**src/rtl/des_pkg.sv**
```systemverilog
`default_nettype none
// ============================================================================
// Module   : des_pkg
// Purpose  : DES key-schedule tables (PC-1, PC-2, shift schedule), FSM state
//            encoding and 28-bit half rotators.
// Revision : 1.0 - initial release
// ============================================================================
package des_pkg;

    localparam logic [0:0] c_ST_IDLE = 1'b0;
    localparam logic [0:0] c_ST_RUN  = 1'b1;

    // Entries are 1-based FIPS 46-3 bit positions (bit 1 = MSB).
    localparam int c_PC1 [56] = '{
        57, 49, 41, 33, 25, 17,  9,
         1, 58, 50, 42, 34, 26, 18,
        10,  2, 59, 51, 43, 35, 27,
        19, 11,  3, 60, 52, 44, 36,
        63, 55, 47, 39, 31, 23, 15,
         7, 62, 54, 46, 38, 30, 22,
        14,  6, 61, 53, 45, 37, 29,
        21, 13,  5, 28, 20, 12,  4
    };

    localparam int c_PC2 [48] = '{
        14, 17, 11, 24,  1,  5,
         3, 28, 15,  6, 21, 10,
        23, 19, 12,  4, 26,  8,
        16,  7, 27, 20, 13,  2,
        41, 52, 31, 37, 47, 55,
        30, 40, 51, 45, 33, 48,
        44, 49, 39, 56, 34, 53,
        46, 42, 50, 36, 29, 32
    };

    // Index 0 holds shift[1].
    localparam int c_SHIFT [16] = '{1, 1, 2, 2, 2, 2, 2, 2, 1, 2, 2, 2, 2, 2, 2, 1};

    function automatic logic [27:0] rotl28(input logic [27:0] x, input int n);
        return (n == 2) ? {x[25:0], x[27:26]} : {x[26:0], x[27]};
    endfunction

    function automatic logic [27:0] rotr28(input logic [27:0] x, input int n);
        return (n == 2) ? {x[1:0], x[27:2]} : {x[0], x[27:1]};
    endfunction

endpackage
`default_nettype wire

```
**src/rtl/des_pc2.sv**
```systemverilog
`default_nettype none
// ============================================================================
// Module   : des_pc2
// Purpose  : Combinational PC-2 permutation, 56-bit C||D -> 48-bit subkey.
// Revision : 1.0 - initial release
// ============================================================================
module des_pc2
    import des_pkg::*;
(
    input  logic [55:0] i_cd,
    output logic [47:0] o_subkey
);

    generate
        for (genvar i = 0; i < 48; i++) begin : g_pc2
            assign o_subkey[47-i] = i_cd[56-c_PC2[i]];
        end
    endgenerate

    // FIPS bits 9,18,22,25,35,38,43,54 are dropped by PC-2.
    logic w_unused_cd;
    assign w_unused_cd = ^{i_cd[47], i_cd[38], i_cd[34], i_cd[31],
                           i_cd[21], i_cd[18], i_cd[13], i_cd[2]};

endmodule
`default_nettype wire

```
**src/rtl/des_key_schedule.sv**
```systemverilog
`default_nettype none
// ============================================================================
// Module   : des_key_schedule
// Purpose  : Sequential DES key schedule; emits K1..K16 (or K16..K1 when the
//            DES_KS_DECRYPT_EN macro is defined and decrypt=1) via valid/next.
// Revision : 1.0 - initial release
// ============================================================================
module des_key_schedule
    import des_pkg::*;
(
    input  logic        clk,
    input  logic        rst,
    input  logic        load,
    input  logic [63:0] key,
    input  logic        decrypt,
    input  logic        next,
    output logic [47:0] subkey,
    output logic        subkey_valid,
    output logic [3:0]  round,
    output logic        busy,
    output logic        done
);

    logic [0:0]  r_state, w_state_nxt;
    logic [27:0] r_c, r_d, w_c_nxt, w_d_nxt;
    logic [3:0]  r_round, w_round_nxt, w_round_inc;
    logic        r_done, w_done_nxt;
    logic        w_dir_in, w_dir, w_last;
    logic [55:0] w_pc1;

    // Key bit p (1-based, MSB first) lives at key[64-p].
    generate
        for (genvar i = 0; i < 56; i++) begin : g_pc1
            assign w_pc1[55-i] = key[64-c_PC1[i]];
        end
    endgenerate

    logic w_unused_parity;
    assign w_unused_parity = ^{key[56], key[48], key[40], key[32],
                               key[24], key[16], key[8],  key[0]};

`ifdef DES_KS_DECRYPT_EN
    logic r_dir;
    assign w_dir_in = decrypt;
    assign w_dir    = r_dir;

    always_ff @(posedge clk) begin
        if (rst) begin
            r_dir <= 1'b0;
        end else if (r_state == c_ST_IDLE && load) begin
            r_dir <= decrypt;
        end
    end
`else
    logic w_unused_decrypt;
    assign w_unused_decrypt = decrypt;
    assign w_dir_in = 1'b0;
    assign w_dir    = 1'b0;
`endif

    assign w_round_inc = r_round + 4'd1;
    assign w_last      = w_dir ? (r_round == 4'd0) : (r_round == 4'd15);

    always_comb begin
        w_state_nxt = r_state;
        w_c_nxt     = r_c;
        w_d_nxt     = r_d;
        w_round_nxt = r_round;
        w_done_nxt  = 1'b0;
        case (r_state)
            c_ST_IDLE: begin
                if (load) begin
                    w_state_nxt = c_ST_RUN;
                    if (w_dir_in) begin
                        // C16 = C0, so K16 comes straight from PC-1.
                        w_c_nxt     = w_pc1[55:28];
                        w_d_nxt     = w_pc1[27:0];
                        w_round_nxt = 4'd15;
                    end else begin
                        w_c_nxt     = rotl28(w_pc1[55:28], c_SHIFT[0]);
                        w_d_nxt     = rotl28(w_pc1[27:0], c_SHIFT[0]);
                        w_round_nxt = 4'd0;
                    end
                end
            end
            c_ST_RUN: begin
                if (next) begin
                    if (w_last) begin
                        w_state_nxt = c_ST_IDLE;
                        w_done_nxt  = 1'b1;
                        w_round_nxt = 4'd0;
                    end
`ifdef DES_KS_DECRYPT_EN
                    else if (w_dir) begin
                        w_c_nxt     = rotr28(r_c, c_SHIFT[r_round]);
                        w_d_nxt     = rotr28(r_d, c_SHIFT[r_round]);
                        w_round_nxt = r_round - 4'd1;
                    end
`endif
                    else begin
                        w_c_nxt     = rotl28(r_c, c_SHIFT[w_round_inc]);
                        w_d_nxt     = rotl28(r_d, c_SHIFT[w_round_inc]);
                        w_round_nxt = w_round_inc;
                    end
                end
            end
            default: w_state_nxt = c_ST_IDLE;
        endcase
    end

    always_ff @(posedge clk) begin
        if (rst) begin
            r_state <= c_ST_IDLE;
            r_c     <= '0;
            r_d     <= '0;
            r_round <= '0;
            r_done  <= 1'b0;
        end else begin
            r_state <= w_state_nxt;
            r_c     <= w_c_nxt;
            r_d     <= w_d_nxt;
            r_round <= w_round_nxt;
            r_done  <= w_done_nxt;
        end
    end

    des_pc2 u_pc2 (
        .i_cd     ({r_c, r_d}),
        .o_subkey (subkey)
    );

    assign subkey_valid = (r_state == c_ST_RUN);
    assign busy         = (r_state == c_ST_RUN);
    assign round        = r_round;
    assign done         = r_done;

endmodule
`default_nettype wire

```
**config.mk**
```make
export PLATFORM = sky130hd
export DESIGN_NAME = des_key_schedule
export DESIGN_NICKNAME = d
export VERILOG_FILES = /design/src/rtl/des_pkg.sv /design/src/rtl/des_pc2.sv /design/src/rtl/des_key_schedule.sv
export SDC_FILE = /design/constraint.sdc
export NUM_CORES = 1
export LEC_CHECK = 0
export BUFFER_PORTS_ARGS = -buffer_cell sky130_fd_sc_hd__buf_4
export CORE_UTILIZATION = 56
export DETAILED_ROUTE_END_ITERATION = 10
export PLACE_DENSITY = 0.87
export RECOVER_POWER = 100
export SLEW_MARGIN = 15
export SYNTH_ARGS = -nofsm -noshare
export SYNTH_HDL_FRONTEND = slang
export SYNTH_SLANG_ARGS = --single-unit
```
**constraint.sdc**
```tcl
create_clock -name clk -period 3.2 [get_ports clk]
set_input_delay 0 -clock clk [delete_from_list [all_inputs] [get_ports clk]]
set_output_delay 0 -clock clk [all_outputs]
set_load 0.005 [all_outputs]
```
; Word-level counts from Yosys, hierarchy flattened
; Memories as Yosys holds them, arrays and structs flattened.
; Cells that the tools add are included.
[classes]
n_addsub = 1
n_lt_le_gt_ge = 1
n_eq_ne = 5
muxes = 21
bitwise = 3
reduce_logical = 3
[ops]
columns = cell, n
row1 = 28-bit 2-to-1 mux, 8
row2 = 28-bit one-hot mux with 2 select lines, 2
row3 = 32-bit 2-to-1 mux, 2
row4 = 32-bit by 3-bit == test with 1-bit output (second input constant), 1
row5 = 4-bit 2-to-1 mux, 3
row6 = 4-bit one-hot mux with 2 select lines, 1
row7 = 2-bit inequality test (second input constant), 3
row8 = 5-bit >= comparator (second input constant), 1
row9 = 4-bit inverter with 5-bit output, 1
row10 = 4-bit by 1-bit adder with 4-bit output (second input constant), 1
row11 = 4-bit == test (second input constant), 1
row12 = 1-bit 2-to-1 mux, 4
row13 = 3-bit AND reduction, 1
row14 = 3-bit OR reduction, 1
row15 = 1-bit inverter, 2
row16 = 1-bit one-hot mux with 2 select lines, 1
row17 = 2-bit AND reduction, 1
[totals]
register_bits = 62
romBits = 512
in_bits = 69
memories = 1
[mem_list]
columns = name, depth, word_bits, read_ports, rd_ports_with_merged_regs, write_ports, line_no
row1 = (name not given), 16, 32, 1, 0, 0, des_key_schedule.sv:102  ; w_d_nxt = rotl28(r_d, c_SHIFT[w_round_inc]);

; Longest topological paths before layout
; Gate-level depths: netlist of run 1.
[depth]
word_depth = 10
mapped_depth = 9
depth_no_buf = 7

; Modules after synthesis
; Synthesis of run 1 repeated with hierarchy kept, for this count alone.
[unflattened]
cells_unflattened = 421
area_unflattened_um2 = 4045.1
[modules_own_cells]
columns = mod, instances, cells_per_inst, area_each_um2, seq_area_each_um2
row1 = des_key_schedule, 1, 373, 3684.8, 1241.2
row2 = des_pc2, 1, 48, 360.3, 0.0

; Worst setup path before layout of run 1
; No wires, ideal clock.
[synth_path]
path_kind = reg2reg
startpoint = register r_round[0], in the netlist round[0]
endpoint = register r_c[0]
setup_ns = 0.138
arrival_time_ns = 1.958
required_time_ns = 3.062
path_slack_ns = 1.105
stages_incl_launch_ff = 10
path_cell_list = dfxtp_1 > inv_1 > ha_1 > nor3b_2 > a21oi_1 > a221oi_2 > buf_6 > buf_8 > mux2i_1 > o221ai_1
[synth_via]
elab_chain_cells = 10
elab_cells_between_ends = 13
classes_between = add/sub (1) / eq/ne (3) / mux (6) / bitwise (1) / reduce/logical (1) / memory (1)
[synth_lines]
columns = element, line_no
row1 = from (decl), des_key_schedule.sv:26  ; logic [3:0] r_round, w_round_nxt, w_round_inc;
row2 = from (signal assigned), des_key_schedule.sv:122  ; r_round <= w_round_nxt;
row3 = 4-bit by 1-bit adder with 4-bit output, des_key_schedule.sv:61  ; assign w_round_inc = r_round + 4'd1;
row4 = 4-bit inverter with 5-bit output (not written as such), des_key_schedule.sv:101  ; w_c_nxt = rotl28(r_c, c_SHIFT[w_round_inc]);
row5 = memory 16 x 32 bit, n/a
row6 = 32-bit 2-to-1 mux (2 in a row), n/a
row7 = 32-bit by 3-bit == test with 1-bit output, n/a
row8 = 28-bit 2-to-1 mux, des_pkg.sv:40  ; return (n == 2) ? {x[25:0], x[27:26]} : {x[26:0], x[27]};
row9 = 28-bit 2-to-1 mux, des_key_schedule.sv:88  ; if (w_last) begin
row10 = 28-bit 2-to-1 mux, des_key_schedule.sv:87  ; if (next) begin
row11 = 28-bit one-hot mux with 2 select lines, des_key_schedule.sv:70  ; case (r_state)
row12 = to (signal assigned), des_key_schedule.sv:120  ; r_c <= w_c_nxt;
row13 = to (decl), des_key_schedule.sv:25  ; logic [27:0] r_c, r_d, w_c_nxt, w_d_nxt;
; Parallel ways exist; a longest one is shown, timed or not. The select of a mux whose other input is x is not followed.
; A chain may end at the register's enable or synchronous reset.

; Worst setup path after layout of run 1
[layout_path]
startpoint = register r_round[1], in the netlist round[1]
endpoint = register r_c[3]
; Same word-level chain as after synthesis.

==> results_dict.tcl, run 1 <==
set metrics [dict create \
    dr.max_layer_used "met4" \
    ys.flop_type "dfxtp_1" \
    yosys-top-cells-count "62 x dfxtp_1, 57 x nand2b_1, 56 x mux2i_1, 56 x o221ai_1, 50 x buf_4" \
    finalHoldViolCount 0 \
    syn-cell-area_um2 4050 \
    dp_hpwl_um 5800 \
    final_nets 541 \
    path_clk_slew_ns 0.07 \
    crit_start "round[1]$_SDFFE_PP0P_" \
    die_w_um 87.0 \
    syn_nets 494 \
    drv_slew 0 \
    yosys_warnings 0 \
    critPathMaxFanout 56 \
    grt_first_pass_wirelength_um 15300 \
    synth_seq_cells 62 \
    drtIter0Drc 195 \
    cpPeakStageDelay_ns 0.51 \
    yosysTopAreaCellShare_pct 30.7 \
    p_leak_nw 2.04 \
    wl_met3_um 557 \
    cts_tree "built" \
    fin_tns_setup_ns 0 \
    viasPerCell 6.05 \
    clock_power_share_pct 32.8 \
    fill_cells 597 \
    core_region_area_um2 6870 \
    critPathLaunchType "flip-flop" \
    synth.most_common_cell "dfxtp_1" \
    drv_cap 0 \
    synth_edf_count 0 \
    crit_path_cell_trace "ha_1 -> or3b_1 -> a21oi_1 -> a221oi_1 -> buf_12 -> mux2i_1 -> o221ai_1" \
    finalCriticalPeriod_ns 2.64 \
    wl_met1_um 4180 \
    wl_met2_um 4570 \
    cts_buffers 9 \
    ios 124 \
    cp.arrival_ns 2.82 \
    syn_to_final_growth_pct 16.4 \
    grt_max_degree 115 \
    p_int_w 0.00134 \
    skew_ns 0.00588 \
    synth-seq-area-share_pct 30.7 \
    cp.required_ns 3.38 \
    ir_drop_uv 244 \
    worst_pin_slew_ns 0.832 \
    slew_headroom_pct 44.5 \
    cts.sinks 62 \
    antenna_found_initial 0 \
    die-height_um 87.0 \
    synthArstFlopShare_pct 0 \
    setup_violations 0 \
    routed_wl_um 9520 \
    p_seq_share_pct 46.8 \
    drive_gt1_share_pct 36.9 \
    syn_inst 421 \
    p_switching_w 0.000509 \
    place.gp.congestion 0.773 \
    port_buffers 114 \
    ant_nets 0 \
    place_area_um2 4510 \
    switching_share_pct 27.5 \
    post-route-drc-count 0 \
    critical_path_buf_inv_count 1 \
    grt_pass1_vias 3164 \
    syn_avg_cell_area_um2 9.61 \
    synthTopCellsByArea "dfxtp_1 31%, mux2i_1 14%, o221ai_1 12%" \
    start_util_pct 58.9 \
    hp-start "key[44]" \
    grt_overflow_total 0 \
    netlist-cell-type-count 31 \
    insertion_delay_ns 0.33 \
    fin_crit_sh_pct 82.5 \
    dieArea_um2 7570 \
    cp-end-kind "flip-flop" \
    critPathTopFamily "compound AO/OA/AOI/OAI gates" \
    max_freq_mhz 379 \
    hold_class "in -> reg" \
    post_drt_wl_per_cell_um 16.8 \
    root_buffer "clkbuf_8" \
    outcome "complete, no violations" \
    yosysTopAreaCell "dfxtp_1" \
    first_pass_iters 4 \
    worst_path_max_delay_cell "dfxtp_1" \
    antenna_cells 0 \
    vias 3437 \
    design_area_um2 4710 \
    pwr_density_cell_nw_per_um2 392 \
    cts_buffer_depth 2 \
    rsz0062_at_grt "false" \
    r2r_start "round[1]$_SDFFE_PP0P_" \
    p_comb_share_pct 20.4 \
    num_rows 30 \
    path_class "reg -> reg" \
    grt_usage_pct 25.4 \
    h-tree-depth 3 \
]
## path summary, 6_finish.rpt
path	to	slack, ns	cells after the start
setup / recovery	r_c[3]$_SDFFE_PP0P_	0.56	7
hold / removal	r_d[3]$_SDFFE_PP0P_	0.07	3
setup reg to reg	r_c[3]$_SDFFE_PP0P_	0.56	7
hold reg to reg	r_c[6]$_SDFFE_PP0P_	0.56	2
## power by group through the flow
stage / clock [W] / sequential (W) / combinational [W]
floorplan: 0 / 0.000869 / 0.000283
global placement: 0 / 0.000881 / 0.000368
detailed placement: 0 / 0.000882 / 0.000375
CTS: 0.000620 / 0.000865 / 0.000385
global route: 0.000656 / 0.000872 / 0.000407
finish: 0.000606 / 0.000865 / 0.000376
## worst min-delay path, stage by stage
cell	delay (ns)
buf_4	0.10
or4b_1	0.14
o221ai_1	0.09
## per-layer routing
| metal | track usage, % | vias up |
|---|---|---|
| met4 | 10.8 | 0 |
| met1 | 33.3 | 1652 |
| met2 | 41.3 | 120 |
| met5 | 0 | - |
| li1 | - | 1641 |
| met3 | 4.27 | 24 |
## registers in the layout (all words and copies together), names as in the netlist
| register | count |
|---|---|
| r_d | 28 |
| busy | 1 |
| r_c | 28 |
| done | 1 |
| round | 4 |
## cells in the final DEF (no fill, tap or decap), types with 6 or more instances in the layout
cell type | Yosys | routed
nand2b_1 | 57 | 57
clkbuf_1 | 34 | 10
buf_4 | 50 | 66
nand3_1 | 8 | 8
dlygate4sd3_1 | 0 | 8
a21oi_1 | 6 | 6
clkbuf_8 | 0 | 11
mux2i_1 | 56 | 56
o221ai_1 | 56 | 56
clkbuf_4 | 0 | 47
dfxtp_1 | 62 | 62
or4b_2 | 45 | 45
## repair_timing
action	CTS	global route
setup buffers	0	0
hold endpoints to repair	8	0
hold buffers	8	0
resized for setup	0	0
## logic make-up after synthesis
family	count (synthesis)	share of synthesized area [%]
AO/OA/AOI/OAI	70	14.5
adder cells (fa/ha/maj)	4	1.24
buffers and inverters	94	14.8
flip-flops	62	30.7
multiplexers	56	13.9
AND/OR/NAND/NOR	135	25.0
## area by class of cell
type	instances	area, µm²	area share [%]
Clock buffer	14	163	3.45
Clock inverter	1	5.00	0.106
Inverter	1	3.75	0.0797
Multi-Input combinational cell	265	2200	46.8
Sequential cell	62	1240	26.4
Tap cell	96	120	2.55
Timing Repair Buffer	129	975	20.7
## through the flow
| step | util [%] | total power (W) | hold WS, ns | instances | setup slack, ns |
|---|---|---|---|---|---|
| final | 68.6 | 0.00185 | 0.0683 | 568 | 0.561 |
| after global routing | 68.6 | 0.00193 | 0.0732 | 568 | 0.357 |
| after CTS | 69.2 | 0.00187 | 0.0569 | 568 | 0.726 |
| after detailed placement | 65.6 | 0.00126 | 0.231 | 545 | 0.754 |
| after global placement | 65.6 | 0.00125 | 0.226 | 545 | 0.887 |
| after floorplan | - | 0.00115 | 0.140 | 421 | 1.10 |
Power figures use the tool's default switching activity.
==> inputs of run 2 (changes only) <==
--- a/config.mk
+++ b/config.mk
@@ -6,9 +6,9 @@
 export NUM_CORES = 1
 export LEC_CHECK = 0
 export BUFFER_PORTS_ARGS = -buffer_cell sky130_fd_sc_hd__buf_4
-export CORE_UTILIZATION = 56
+export CORE_UTILIZATION = 47
 export DETAILED_ROUTE_END_ITERATION = 10
-export PLACE_DENSITY = 0.87
+export PLACE_DENSITY = 0.78
 export RECOVER_POWER = 100
 export SLEW_MARGIN = 15
 export SYNTH_ARGS = -nofsm -noshare
==> constraint.sdc (replaced) <==
create_clock -name clk -period 2.2 [get_ports clk]
set_input_delay 0 -clock clk [delete_from_list [all_inputs] [get_ports clk]]
set_output_delay 0 -clock clk [all_outputs]
set_load 0.005 [all_outputs]
==> run 2 against run 1 <==
Worst hold slack better by 0.0041 ns. Global-route usage shrank 2.6 points. Setup slack got worse by 0.48 ns. Sequential share of layout area is 1.7 points lower. Power rose by 62%. Cell count is 4.9% higher. Clock skew fell by 0.00091 ns. Clock power grew 82%. Critical path type unchanged. Largest cell class unchanged.
==> results_dict.tcl, run 2 (synthesized netlist as in run 1, its figures left out) <==
set metrics [dict create \
    die_w_um 94.8 \
    hp-start "key[31]" \
    max_freq_mhz 472 \
    place.gp.congestion 0.776 \
    cp-end-kind "flip-flop" \
    cts.sinks 62 \
    cts_buffers 9 \
    final_cell_mix "79 x buf_4, 59 x dfxtp_1, 57 x nand2b_1" \
    pre_cts_ws_ns -0.0584 \
    cts_tree "built" \
    cp.required_ns 2.40 \
    hold_class "in -> reg" \
    grt_first_pass_wirelength_um 16200 \
    path_class "reg -> reg" \
    outcome "complete, no violations" \
    grt_overflow_total 0 \
    ios 124 \
    start_util_pct 49.0 \
    setup_violations 0 \
    rsz0062_at_grt "true" \
    ir_drop_uv 286 \
    worstHoldPathCells 3 \
    layout_commonest_cell "buf_4" \
    port_buffers 114 \
    worst_slack_ns 0.0799 \
    critPathMaxFanout 8 \
    first_pass_iters 4 \
    final_nets 559 \
    pwr_density_cell_nw_per_um2 588 \
    dieArea_um2 8980 \
    finalCriticalPeriod_ns 2.12 \
    reg2reg_slack_ns 0.08 \
    r2r_start "round[0]$_SDFFE_PP0P_" \
    post_drt_wl_per_cell_um 17.2 \
    grt_pass1_vias 3288 \
    drv_slew 0 \
    root_buffer "clkbuf_8" \
    antenna_cells 0 \
    cts_buffer_depth 2 \
    drv_cap 0 \
    drtIter0Drc 146 \
    fin_crit_sh_pct 96.4 \
    crit_start "round[0]$_SDFFE_PP0P_" \
    dp.cells 563 \
    syn_to_final_growth_pct 25.5 \
    min_to "r_c[25]$_SDFFE_PP0P_" \
    vias 3524 \
    regToRegEndpoint "r_d[6]$_SDFFE_PP0P_" \
    p_leak_nw 2.20 \
    post-route-drc-count 0 \
    num_rows 33 \
    routed_wl_um 10200 \
    slew_headroom_pct 46.4 \
    die-height_um 94.8 \
    worst_pin_slew_ns 0.803 \
    core_region_area_um2 8260 \
    antenna_found_initial 0 \
    viasPerCell 5.91 \
    r2r_cells 9 \
    final_cells 596 \
    insertion_delay_ns 0.33 \
    path_clk_slew_ns 0.07 \
    dp_hpwl_um 6430 \
    critPathLaunchType "flip-flop" \
    finalHoldViolCount 0 \
    h-tree-depth 3 \
    drive_gt1_share_pct 41.5 \
    skew_ns 0.00497 \
    grt_usage_pct 22.8 \
    ant_nets 0 \
    cp.arrival_ns 2.32 \
    grt_max_degree 115 \
]
-- run 2: cell count changes in the layout (fill, tap and decap cells not counted), sizes merged --
cell / before / now
clkinv: 1 / 2
clkbuf: 68 / 64
buf: 67 / 87
bufinv: 0 / 2
-- run 2: report_power, final --
| group | internal (W) | total [W] | switching, W | leakage, nW |
|---|---|---|---|---|
| Clock | 0.000666 | 0.00110 | 0.000436 | 0.110 |
| Sequential | 0.00119 | 0.00126 | 0.0000707 | 0.508 |
| Combinational | 0.000349 | 0.000625 | 0.000277 | 1.59 |
| Total | 0.00220 | 0.00299 | 0.000783 | 2.20 |
-- run 2: metrics by stage --
step           hold slack, ns  cell area [µm²]  total power [W]  utilization, %  setup TNS [ns]
2_1_floorplan           0.140             4050          0.00168               -               0
3_3_place_gp            0.225             4610          0.00184            55.8               0
3_5_place_dp            0.235             4610          0.00185            55.8           -1.13
4_1_cts                0.0604             4990          0.00300            60.4               0
5_1_grt                0.0717             5080          0.00314            61.5         -0.0169
6_report               0.0725             5080          0.00299            61.5               0
-- run 2: final cells by class --
cell class	count	area, µm²
clock buffer	12	145
tap	105	131
fill	731	3180
multi-input combinational	265	2270
timing repair buffer	147	1210
sequential	62	1250
inverter	1	3.75
clock inverter	4	70.1
-- run 2: what timing repair did --
| item | CTS | global route |
|---|---|---|
| gates cloned | 1 | 2 |
| hold buffers | 8 | 0 |
| pin swaps | 2 | 9 |
| setup buffers | 2 | 6 |
| endpoints found under the setup margin | 53 | 48 |
| hold endpoints to repair | 8 | 0 |
| resized for setup | 6 | 16 |
-- run 2: per-layer routing --
metal / share of wire, % / vias up / track usage [%]
met4: 1.3 / 0 / 6.19
met3: 6.4 / 12 / 4.99
li1: - / 1688 / -
met2: 49 / 115 / 38.4
met5: 0 / - / 0
met1: 43 / 1709 / 29.4
-- run 2: worst max path at each step --
stage / end / slack (ns) / cells after the start
after floorplan: r_c[0]$_SDFFE_PP0P_ / 0.10 / 9
after global placement: r_c[21]$_SDFFE_PP0P_ / 0.05 / 8
after detailed placement: r_c[15]$_SDFFE_PP0P_ / -0.06 / 8
after CTS: r_c[24]$_SDFFE_PP0P_ / 0.01 / 10
after global routing: r_d[6]$_SDFFE_PP0P_ / -0.02 / 9
final: r_d[6]$_SDFFE_PP0P_ / 0.08 / 9
-- run 2: worst max-delay path, cell delays in order (launching register included) --
cell and delay (ns):
dfxtp_4 0.35, inv_2 0.04, ha_4 0.26, nor3b_4 0.20, a21oi_2 0.07, a221oi_4 0.37
buf_6 0.19, buf_8 0.14, mux2i_1 0.22, o221ai_1 0.14
==> inputs of run 3 (changes only) <==
--- a/config.mk
+++ b/config.mk
@@ -10,6 +10,7 @@
 export DETAILED_ROUTE_END_ITERATION = 10
 export PLACE_DENSITY = 0.78
 export RECOVER_POWER = 100
+export REMOVE_ABC_BUFFERS = 1
 export SLEW_MARGIN = 15
 export SYNTH_ARGS = -nofsm -noshare
 export SYNTH_HDL_FRONTEND = slang
==> run 3 against run 2 <==
The flow now finishes with violations (setup timing). Sequential power about the same. Global-route usage decreased by 1.2 points. Clock power decreased by 19%. Utilization decreased by 0.17 points. Final area decreased by 0.27%. Register-to-register slack got worse by 0.09 ns. Cell count decreased by 0.50%. Critical path type unchanged. Worst hold slack got worse by 0.011 ns. Sequential cell count unchanged. Count of clock-buffer cells in the layout increased by 2. Critical endpoint is now r_c[13]$_SDFFE_PP0P_. Maximum frequency decreased by 4.0%.
==> results_dict.tcl, run 3 (synthesized netlist as in run 1, its figures left out) <==
set metrics [dict create \
    grt_first_pass_wirelength_um 15500 \
    ios 124 \
    hold_class "in -> reg" \
    die-height_um 94.8 \
    p_switching_w 0.000784 \
    insertion_delay_ns 0.33 \
    worstHoldPathCells 3 \
    grt_use_met3_pct 5.23 \
    drive_gt1_share_pct 41.8 \
    skew_ns 0.00820 \
    layout_commonest_cell "buf_4" \
    vias 3525 \
    grt_usage_pct 21.7 \
    dieArea_um2 8980 \
    start_util_pct 49.0 \
    path_clk_slew_ns 0.07 \
    fin_crit_sh_pct 100 \
    finalHoldViolCount 0 \
    finalCriticalPeriod_ns 2.21 \
    worst_pin_slew_ns 0.849 \
    routed_wl_um 10600 \
    violations "setup timing" \
    cp.required_ns 2.39 \
    cp-end-kind "flip-flop" \
    clock_power_share_pct 31.9 \
    pwr_density_cell_nw_per_um2 553 \
    p_int_w 0.00201 \
    post_drt_wl_per_cell_um 17.9 \
    final_nets 557 \
    max_freq_mhz 453 \
    h-tree-depth 3 \
    cp.arrival_ns 2.39 \
    drv_slew 0 \
    drtIter0Drc 181 \
    ir_drop_uv 356 \
    grtUsageMet2_pct 33.6 \
    place.gp.congestion 0.805 \
    dp_hpwl_um 6310 \
    first_pass_iters 6 \
    pre_cts_ws_ns 0.00752 \
    cts.sinks 62 \
    post-route-drc-count 0 \
    path_class "reg -> reg" \
    antenna_found_initial 0 \
    critPathLaunchType "flip-flop" \
    grt_max_degree 115 \
    ant_nets 0 \
    num_rows 33 \
    root_buffer "clkbuf_8" \
    syn_to_final_growth_pct 25.2 \
    final_cell_mix "73 x buf_4, 60 x dfxtp_1, 56 x nand2b_1, 56 x o221ai_1, 52 x mux2i_1" \
    total_power_w 0.00280 \
    cts_buffer_depth 2 \
    drv_cap 0 \
    setup_violations 1 \
    grt_pass1_vias 3211 \
    worst_slack_ns -0.00847 \
    core_region_area_um2 8260 \
    cts_tree "built" \
    grt.busiest_layer "met2" \
    p_leak_nw 2.17 \
    viasPerCell 5.94 \
    die_w_um 94.8 \
    gr-usage-met1_pct 29.0 \
    port_buffers 114 \
    cts_buffers 9 \
    p_seq_share_pct 45.0 \
    outcome "finished with violations" \
    antenna_cells 0 \
    switching_share_pct 28.0 \
    grt_overflow_total 0 \
    p_comb_share_pct 23.0 \
    slew_headroom_pct 43.4 \
    critPathMaxFanout 8 \
    r2r_cells 9 \
    fill_cells 763 \
]
## run 3: layout make-up
cell class                 instances  area, µm²  area share [%]
timing repair buffer             145       1230            24.3
multi-input combinational        265       2280            45.1
clock inverter                     1       5.00          0.0988
inverter                           1       3.75          0.0741
tap                              105        131            2.59
clock buffer                      14        163            3.21
sequential                        62       1250            24.6
## run 3: what timing repair did
action,in CTS,in global routing
endpoints found under the hold margin,8,0
buffers inserted,0,2
resized for setup,0,19
endpoints found under the setup margin,0,56
hold buffers,8,0
## run 3: final timing paths
kind              slack [ns]                  start              endpoint
setup / recovery      -0.008  round[1]$_SDFFE_PP0P_  r_c[13]$_SDFFE_PP0P_
setup reg to reg      -0.008  round[1]$_SDFFE_PP0P_  r_c[13]$_SDFFE_PP0P_
hold reg to reg         0.56    r_c[3]$_SDFFE_PP0P_   r_c[3]$_SDFFE_PP0P_
hold / removal          0.06                key[22]  r_c[18]$_SDFFE_PP0P_
## run 3: power by group through the flow
| stage | Combinational (W) | Sequential, W | Clock [W] |
|---|---|---|---|
| after global placement | 0.000559 | 0.00128 | 0 |
| after CTS | 0.000583 | 0.00126 | 0.000916 |
| final | 0.000645 | 0.00126 | 0.000893 |
| after global routing | 0.000691 | 0.00127 | 0.000961 |
| after detailed placement | 0.000571 | 0.00128 | 0 |
| after floorplan | 0.000286 | 0.00128 | 0 |
## run 3: worst max-delay path, stage by stage (launching register included)
cell and delay [ns]:
dfxtp_2 0.36, buf_4 0.17, ha_1 0.18, or3b_4 0.41
a21oi_4 0.16, a221oi_4 0.05, buf_12 0.17, clkbuf_16 0.17
mux2i_1 0.20, o221ai_1 0.18
## run 3: stage by stage
step,area [µm²],setup TNS [ns],cells,utilization [%],hold WS [ns]
after floorplan,3450,-172.70,328,-,0.0691
after global placement,4620,0,562,55.9,0.226
after detailed placement,4620,0,562,55.9,0.230
after CTS,4870,0,585,58.9,0.0576
after global routing,5060,-0.0726,593,61.3,0.0716
final,5060,-0.00847,593,61.3,0.0614
## run 3: routing by layer
metal | vias up | routed length [µm]
met5 | - | 0
met4 | 0 | 181
met3 | 20 | 618
met2 | 123 | 5180
met1 | 1699 | 4620
li1 | 1683 | -
